[src/rtl/seq_pattern_tx.sv]
// Serial pattern transmitter: emits PATTERN MSB first, `frames` times, one
// valid-qualified bit per beat with GAP idle cycles between beats.
module seq_pattern_tx #(
  parameter int               PAT_W   = 4,
  parameter logic [PAT_W-1:0] PATTERN = 4'b1011,
  parameter int               GAP     = 1,
  parameter int               CNT_W   = 8
) (
  input  logic             clk,
  input  logic             rst,
  input  logic             start,
  input  logic [CNT_W-1:0] frames,
  input  logic             abort,
  output logic             valid,
  output logic             data_out,
  output logic             busy,
  output logic             done,
  output logic [CNT_W-1:0] sent_cnt,
  output logic [1:0]       dbg_state
);

  // Handshake: valid=1 marks data_out as a live bit for exactly that cycle;
  // there is no ready, the consumer must take every qualified bit.
  localparam logic [1:0] S_IDLE = 2'd0;
  localparam logic [1:0] S_SEND = 2'd1;
  localparam logic [1:0] S_GAP  = 2'd2;
  localparam logic [1:0] S_DONE = 2'd3;

  localparam int IW = (PAT_W > 1) ? $clog2(PAT_W) : 1;
  localparam int GW = (GAP > 1) ? $clog2(GAP) : 1;
  localparam logic [IW-1:0] IDX_MSB  = IW'(PAT_W - 1);
  localparam logic [GW-1:0] GAP_LAST = GW'((GAP > 0) ? GAP - 1 : 0);

  logic [1:0]       state_q, state_d;
  logic [IW-1:0]    bit_idx_q, bit_idx_d;
  logic [GW-1:0]    gap_cnt_q, gap_cnt_d;
  logic [CNT_W-1:0] frames_left_q, frames_left_d;
  logic [CNT_W-1:0] sent_cnt_q, sent_cnt_d;
  logic             valid_q, valid_d;
  logic             data_q, data_d;
  logic             busy_q, busy_d;
  logic             done_q, done_d;

  always_comb begin
    state_d       = state_q;
    bit_idx_d     = bit_idx_q;
    gap_cnt_d     = gap_cnt_q;
    frames_left_d = frames_left_q;
    sent_cnt_d    = sent_cnt_q;
    case (state_q)
      S_IDLE: begin
        if (start) begin
          sent_cnt_d = '0;
          if (frames != '0) begin
            frames_left_d = frames;
            bit_idx_d     = IDX_MSB;
            state_d       = S_SEND;
          end else begin
            state_d = S_DONE;
          end
        end
      end
      S_SEND: begin
        // The beat on the wire this cycle counts even if abort is also high.
        if (bit_idx_q == '0) begin
          sent_cnt_d    = sent_cnt_q + CNT_W'(1);
          frames_left_d = frames_left_q - CNT_W'(1);
          bit_idx_d     = IDX_MSB;
        end else begin
          bit_idx_d = bit_idx_q - IW'(1);
        end
        if (abort) begin
          state_d = S_IDLE;
        end else if (bit_idx_q == '0 && frames_left_q == CNT_W'(1)) begin
          state_d = S_DONE;
        end else if (GAP > 0) begin
          state_d   = S_GAP;
          gap_cnt_d = GAP_LAST;
        end else begin
          state_d = S_SEND;
        end
      end
      S_GAP: begin
        if (abort) begin
          state_d = S_IDLE;
        end else if (gap_cnt_q == '0) begin
          state_d = S_SEND;
        end else begin
          gap_cnt_d = gap_cnt_q - GW'(1);
        end
      end
      default: state_d = S_IDLE;
    endcase
  end

  // Outputs are decoded from the next state so they come straight off flops.
  always_comb begin
    valid_d = (state_d == S_SEND);
    data_d  = valid_d & PATTERN[bit_idx_d];
    busy_d  = (state_d == S_SEND) || (state_d == S_GAP);
    done_d  = (state_d == S_DONE);
  end

  always_ff @(posedge clk or negedge rst) begin
    if (!rst) begin
      state_q       <= S_IDLE;
      bit_idx_q     <= '0;
      gap_cnt_q     <= '0;
      frames_left_q <= '0;
      sent_cnt_q    <= '0;
      valid_q       <= 1'b0;
      data_q        <= 1'b0;
      busy_q        <= 1'b0;
      done_q        <= 1'b0;
    end else begin
      state_q       <= state_d;
      bit_idx_q     <= bit_idx_d;
      gap_cnt_q     <= gap_cnt_d;
      frames_left_q <= frames_left_d;
      sent_cnt_q    <= sent_cnt_d;
      valid_q       <= valid_d;
      data_q        <= data_d;
      busy_q        <= busy_d;
      done_q        <= done_d;
    end
  end

  assign valid     = valid_q;
  assign data_out  = data_q;
  assign busy      = busy_q;
  assign done      = done_q;
  assign sent_cnt  = sent_cnt_q;
  assign dbg_state = state_q;

endmodule

[config.mk]
export PLATFORM = sky130hd
export DESIGN_NAME = seq_pattern_tx
export DESIGN_NICKNAME = d
export VERILOG_FILES = /design/src/rtl/seq_pattern_tx.sv
export SDC_FILE = /design/constraint.sdc
export NUM_CORES = 1
export LEC_CHECK = 0
export CELL_PAD_IN_SITES_DETAIL_PLACEMENT = 1
export CELL_PAD_IN_SITES_GLOBAL_PLACEMENT = 1
export CORE_MARGIN = 4
export CORE_UTILIZATION = 38
export CTS_BUF_LIST = sky130_fd_sc_hd__clkbuf_16
export CTS_CLUSTER_SIZE = 30
export DETAILED_ROUTE_END_ITERATION = 8
export PLACE_DENSITY_LB_ADDON = 0.1
export SETUP_SLACK_MARGIN = 0.1
export SLEW_MARGIN = 20
export SYNTH_ARGS = -nofsm -noshare
export SYNTH_HDL_FRONTEND = slang
export SYNTH_SLANG_ARGS = --single-unit
[constraint.sdc]
create_clock -name clk -period 1.9 [get_ports clk]
set_input_delay 0.38 -clock clk [delete_from_list [all_inputs] [get_ports clk]]
set_output_delay 0.38 -clock clk [all_outputs]
set_load 0.005 [all_outputs]
==> impl_metrics.ini, run 1 <==
[clocking]
htree_levels = 1
clk_latency_ns = 0.25
path_clk_slew_ns = 0.06
cts_tree = built
cts_root_buffer = clkbuf_16
clock_path_buffers = 2
cts.sinks = 24
cts_hold_buffers = 0
cts_made_buffers = 3

[critical_path]
crit-reg2reg-launch = frames_left_q[3]$_DFFE_PN0P_
path_buf_inv = 1
start_kind = flip-flop
arrival_ns = 1.92
crit_required_ns = 2.07
end_kind = flip-flop
cpMaxStageDelayCell = dfrtp_1
crit_start = frames_left_q[3]$_DFFE_PN0P_
worst-r2r-setup-slack_ns = 0.15
reg2regPathDepth = 7
crit_chain = nor4_4 > nand4_1 > o21ai_2 > o21a_1 > ha_1 > inv_1 > a31oi_1
slowest_delay_ns = 0.43
path_depth = 7
path_max_fanout = 2
critPathKind = flip-flop to flip-flop
cp_top_family = simple AND/OR/NAND/NOR gates

[synthesis]
yosysSeqAreaShare_pct = 45.2
ys_top_cells_by_area = dfrtp_1 (45%), ha_1 (5.7%), xnor2_1 (4.0%)
synth_xor_area_share_pct = 3.96
synth_top_family_by_area = simple AND/OR/NAND/NOR gates
avgSynthCellArea_um2 = 9.55
yosys.area.top_type = dfrtp_1
yosysWarningCount = 0
synth_compound_area_share_pct = 17.2
synthMuxAreaShare_pct = 1.04
synth.cell_area_um2 = 1330
synthCells = 139
synth_fa_ha_area_share_pct = 5.66
synth_cell_types = 37
synth_top_area_share_pct = 45.2
synth-simple-area-share_pct = 21.6
syn-num-nets = 157
ys_seq_elements = 24

[pwr]
irDropWorstVdd_uv = 527
p_per_area_nw_per_um2 = 1230
leakagePower_nw = 0.845

[finish]
drive_gt1_share_pct = 21.6
n_antenna_cell = 0
final_core_util_pct = 57.1
stdcell_area_um2 = 1920
area_growth_pct = 44.8
final_nets = 205

[timing]
fin_skew_ns = 0.00261
fin_crit_ns = 1.75
rsz0062_at_grt = true
timing.fmax_ghz = 0.571
slew_viol_final = 0
slew_headroom_pct = 76.5
finalSetupViolations = 0
hold_viol = 0
setup_ws_ns = 0.148
tightest_slew_ns = 0.350
fin_crit_sh_pct = 92.2

[grt]
grt_pass1_wl_um = 6440
globalRouteMet1Util_pct = 21.2
antenna_found_initial = 0
grt-busiest-layer = met2
overflow = 0
gr-usage-met3_pct = 2.70
grt_pass1_vias = 1375
grt_util_met2_pct = 37.1
grt_start_max_net_pins = 25
grt_usage_pct = 19.0

[worst_hold_path]
hp-class = primary input to async pin

[floorplanning]
die_w_um = 67.1
die_y_um = 67.1
io_pins = 26
die-area_um2 = 4500
initial_core_util_pct = 39.5
core_region_area_um2 = 3360
rows = 21

[drt]
ant_nets = 0
first_pass_iters = 4
drc = 0
viasPerCell = 5.35
drt_wl_total_um = 3790
drt_iter0_markers = 45
wire_per_inst_um = 16.4
vias = 1236

[place]
dpl_cell_area_um2 = 1780
place_hpwl_um = 2950
dp_slack_ns = -0.159
portBuffers = 25
gp_congestion = 0.877

[run_status]
outcome = complete, no violations

[flow_run]
drv_cap = 0
==> final cells by class <==
type | count | area [µm²]
Fill cell | 391 | 1440
Tap cell | 46 | 57.6
Inverter | 8 | 30.0
Timing Repair Buffer | 49 | 450
Multi-Input combinational cell | 101 | 706
Sequential cell | 24 | 603
Clock buffer | 3 | 75.1
==> per-layer routing <==
layer,wire (µm),part of all wire (%),up-vias
met1,1530,40,618
met4,16,0.42,0
li1,-,-,596
met2,2130,56,20
met5,0,0,-
met3,109,2.9,2
==> worst register-to-register path: stages, from the launching register on <==
cell and delay, ns:
dfrtp_1 0.43, nor4_4 0.32, nand4_1 0.21, o21ai_2 0.17, o21a_1 0.16, ha_1 0.19
inv_1 0.05, a31oi_1 0.14
==> cell usage in the layout, fill, tap and decap left out, drive strengths merged, types with 2 or more instances in the layout <==
cell,n
nor3,3
nor3b,3
nor2,13
ha,6
nor4,5
nand2b,2
dfrtp,24
a2bb2oi,2
inv,8
a311o,2
xnor2,6
nand2,8
clkdlybuf4s50,19
a21oi,9
o21ai,15
o22ai,3
dlymetal6s2s,4
or3,2
buf,24
clkbuf,3
dlygate4sd2,2
nand3,4
and3,2
nand4,5
==> Yosys cell counts, drive strengths merged <==
master and number:
dfrtp 24, o21ai 15, nor2 13, a21oi 9
inv 8, nand2 8, ha 6, xnor2 6
nand4 5, nor4 5, buf 4, nand3 4
nor3 3, nor3b 3, o22ai 3, a2bb2oi 2
a311o 2, and3 2, clkbuf 2, nand2b 2
or3 2, a21bo 1, a21boi 1, a311oi 1
a31oi 1, and4 1, mux2i 1, nand4b 1
nor2b 1, nor4b 1, o21a 1, o311ai 1
==> final timing paths <==
kind / end
max: data_out$_DFF_PN0_
min: data_out$_DFF_PN0_
max reg2reg: data_out$_DFF_PN0_
min reg2reg: bit_idx_q[0]$_DFF_PN0_
max in group asynchronous: dbg_state[1]$_DFF_PN0_
min in group clk: frames_left_q[7]$_DFFE_PN0P_
==> where the power goes <==
part | internal (W) | switching [W]
Combinational | 0.000545 | 0.000537
Sequential | 0.000662 | 0.000166
Clock | 0.000278 | 0.000170
==> repair_timing <==
action                                  CTS  global route
pin swaps                                 1             5
endpoints found under the setup margin    6            15
setup buffers                             0             1
gates resized for setup                   7            10
==> flip-flops by register name (all words and copies together), names as in the netlist <==
name           flops
bit_idx_q          2
busy               1
data_out           1
dbg_state          2
done               1
frames_left_q      8
sent_cnt           8
valid              1
==> logic make-up (layout without fill, tap and decap cells) <==
logic type	Yosys count	in the layout
adders and majority gates	6	6
DFF	24	24
buffers and inverters	14	60
muxes	1	1
AOI/OAI and AO/OA	37	37
and+or+nand+nor	51	51
xor gates and xnor gates	6	6
==> stage by stage <==
stage	TNS, ns	std cells	hold WS, ns	power (W)
6_report	0	231	0.497	0.00236
5_1_grt	0	231	0.532	0.00254
4_1_cts	0	230	0.514	0.00234
3_5_place_dp	-1.26	227	0.530	0.00186
3_3_place_gp	-0.898	227	0.520	0.00180
2_1_floorplan	0	139	0.0844	0.00137
(Power assumes the default switching activity.)
==> run 2, diff against run 1 <==
Settings changed: CORE_ASPECT_RATIO set to 0.6.
==> run 2 against run 1 <==
Sequential power fell by 0.5%. Fmax rose by 0.27%. Hold slack got worse by 0.016 ns.
==> impl_metrics.ini, run 2 (synthesis gave the netlist of run 1 again) <==
[run_status]
outcome = complete, no violations

[critical_path]
path_buf_inv = 1
arrival_ns = 1.37
cpMaxStageDelayCell = clkdlybuf4s50_1
reg2regPathDepth = 6
start_kind = flip-flop
path_max_fanout = 9
crit_required_ns = 1.52
crit_chain = clkdlybuf4s50_1
end_kind = output pin
path_depth = 1
slowest_delay_ns = 0.58
critPathKind = flip-flop to output pin
cp_top_family = buffers and inverters

[drt]
drt_wl_total_um = 4110
first_pass_iters = 6
ant_nets = 0
wire_per_inst_um = 17.9
drt_iter0_markers = 69
drc = 0
viasPerCell = 5.40
vias = 1243

[grt]
antenna_found_initial = 0
grt_pass1_vias = 1379
grt_pass1_wl_um = 6830
grt_usage_pct = 19.7
overflow = 0
grt_start_max_net_pins = 25

[timing]
whs_ns = 0.481
hold_viol = 0
tightest_slew_ns = 0.564
finalSetupViolations = 0
rsz0062_at_grt = true
setup_ws_ns = 0.152
slew_headroom_pct = 62.2
setup_tns_ns = 0
timing.fmax_ghz = 0.572
slew_viol_final = 0
fin_crit_ns = 1.75
fin_skew_ns = 0.00304
fin_crit_sh_pct = 92.0

[place]
gp_congestion = 0.807
dp_slack_ns = -0.306
place_hpwl_um = 3110
portBuffers = 25

[clocking]
cts.sinks = 24
cts_made_buffers = 3
clk_latency_ns = 0.26
cts_root_buffer = clkbuf_16
htree_levels = 1
path_clk_slew_ns = 0.06
clock_path_buffers = 2
cts_hold_buffers = 0
cts_tree = built

[pwr]
power.total_w = 0.00241
p_per_area_nw_per_um2 = 1270
leakagePower_nw = 0.835
irDropWorstVdd_uv = 627

[finish]
final_nets = 205
final_cell_mix = dfrtp_1 (24), buf_4 (24), clkdlybuf4s50_1 (19)
area_growth_pct = 43.3
final_core_util_pct = 57.6
drive_gt1_share_pct = 19.5
fillers = 379
n_antenna_cell = 0

[floorplanning]
die_w_um = 84.3
core_region_area_um2 = 3300
die-area_um2 = 4530
rows = 16
io_pins = 26
initial_core_util_pct = 40.2
die_y_um = 53.8

[flow_run]
drv_cap = 0

[worst_hold_path]
hp-class = primary input to async pin
## run 2: metal layers
metal  vias to the layer above  part of all wire, %  global-route usage, %
met3                         2                  4.2                   4.89
met4                         0                 0.19                   2.14
li1                        594                    -                      -
met5                         -                    0                      0
met1                       628                   48                   26.2
met2                        19                   47                   34.0
## run 2: final timing paths
| kind | slack, ns | to | start |
|---|---|---|---|
| max reg2reg | 0.17 | frames_left_q[6]$_DFFE_PN0P_ | bit_idx_q[0]$_DFF_PN0_ |
| min reg2reg | 0.57 | bit_idx_q[0]$_DFF_PN0_ | bit_idx_q[0]$_DFF_PN0_ |
| max | 0.15 | dbg_state[0] | dbg_state[0]$_DFF_PN0_ |
| max in group asynchronous | 1.18 | sent_cnt[1]$_DFFE_PN0P_ | rst |
| min | 0.48 | done$_DFF_PN0_ | rst |
| min in group clk | 0.57 | bit_idx_q[0]$_DFF_PN0_ | bit_idx_q[0]$_DFF_PN0_ |
## run 2: report_power, final
group	switching [W]	internal (W)
clock network	0.000176	0.000279
registers	0.000166	0.000659
logic	0.000588	0.000539
## run 2: final cells by class
type	instances	area [µm²]	share of cell area, %
clock buffers	3	75.1	3.95
inverters	8	30.0	1.58
multi-input cells	101	706	37.1
flip-flops and latches	24	601	31.6
well taps	45	56.3	2.96
repair buffers	49	434	22.8
## run 2: stage by stage
step                cell area (µm²)  std cells
floorplan                      1330        139
global placement               1750        224
detailed placement             1750        224
CTS                            1860        228
global route                   1900        230
finish                         1900        230
## run 2: timing repair
item / in CTS / in global routing
resized for setup: 8 / 6
hold endpoints to repair: 0 / 0
setup endpoints to repair: 10 / 12
setup buffers: 1 / 2
pin swaps: 2 / 2
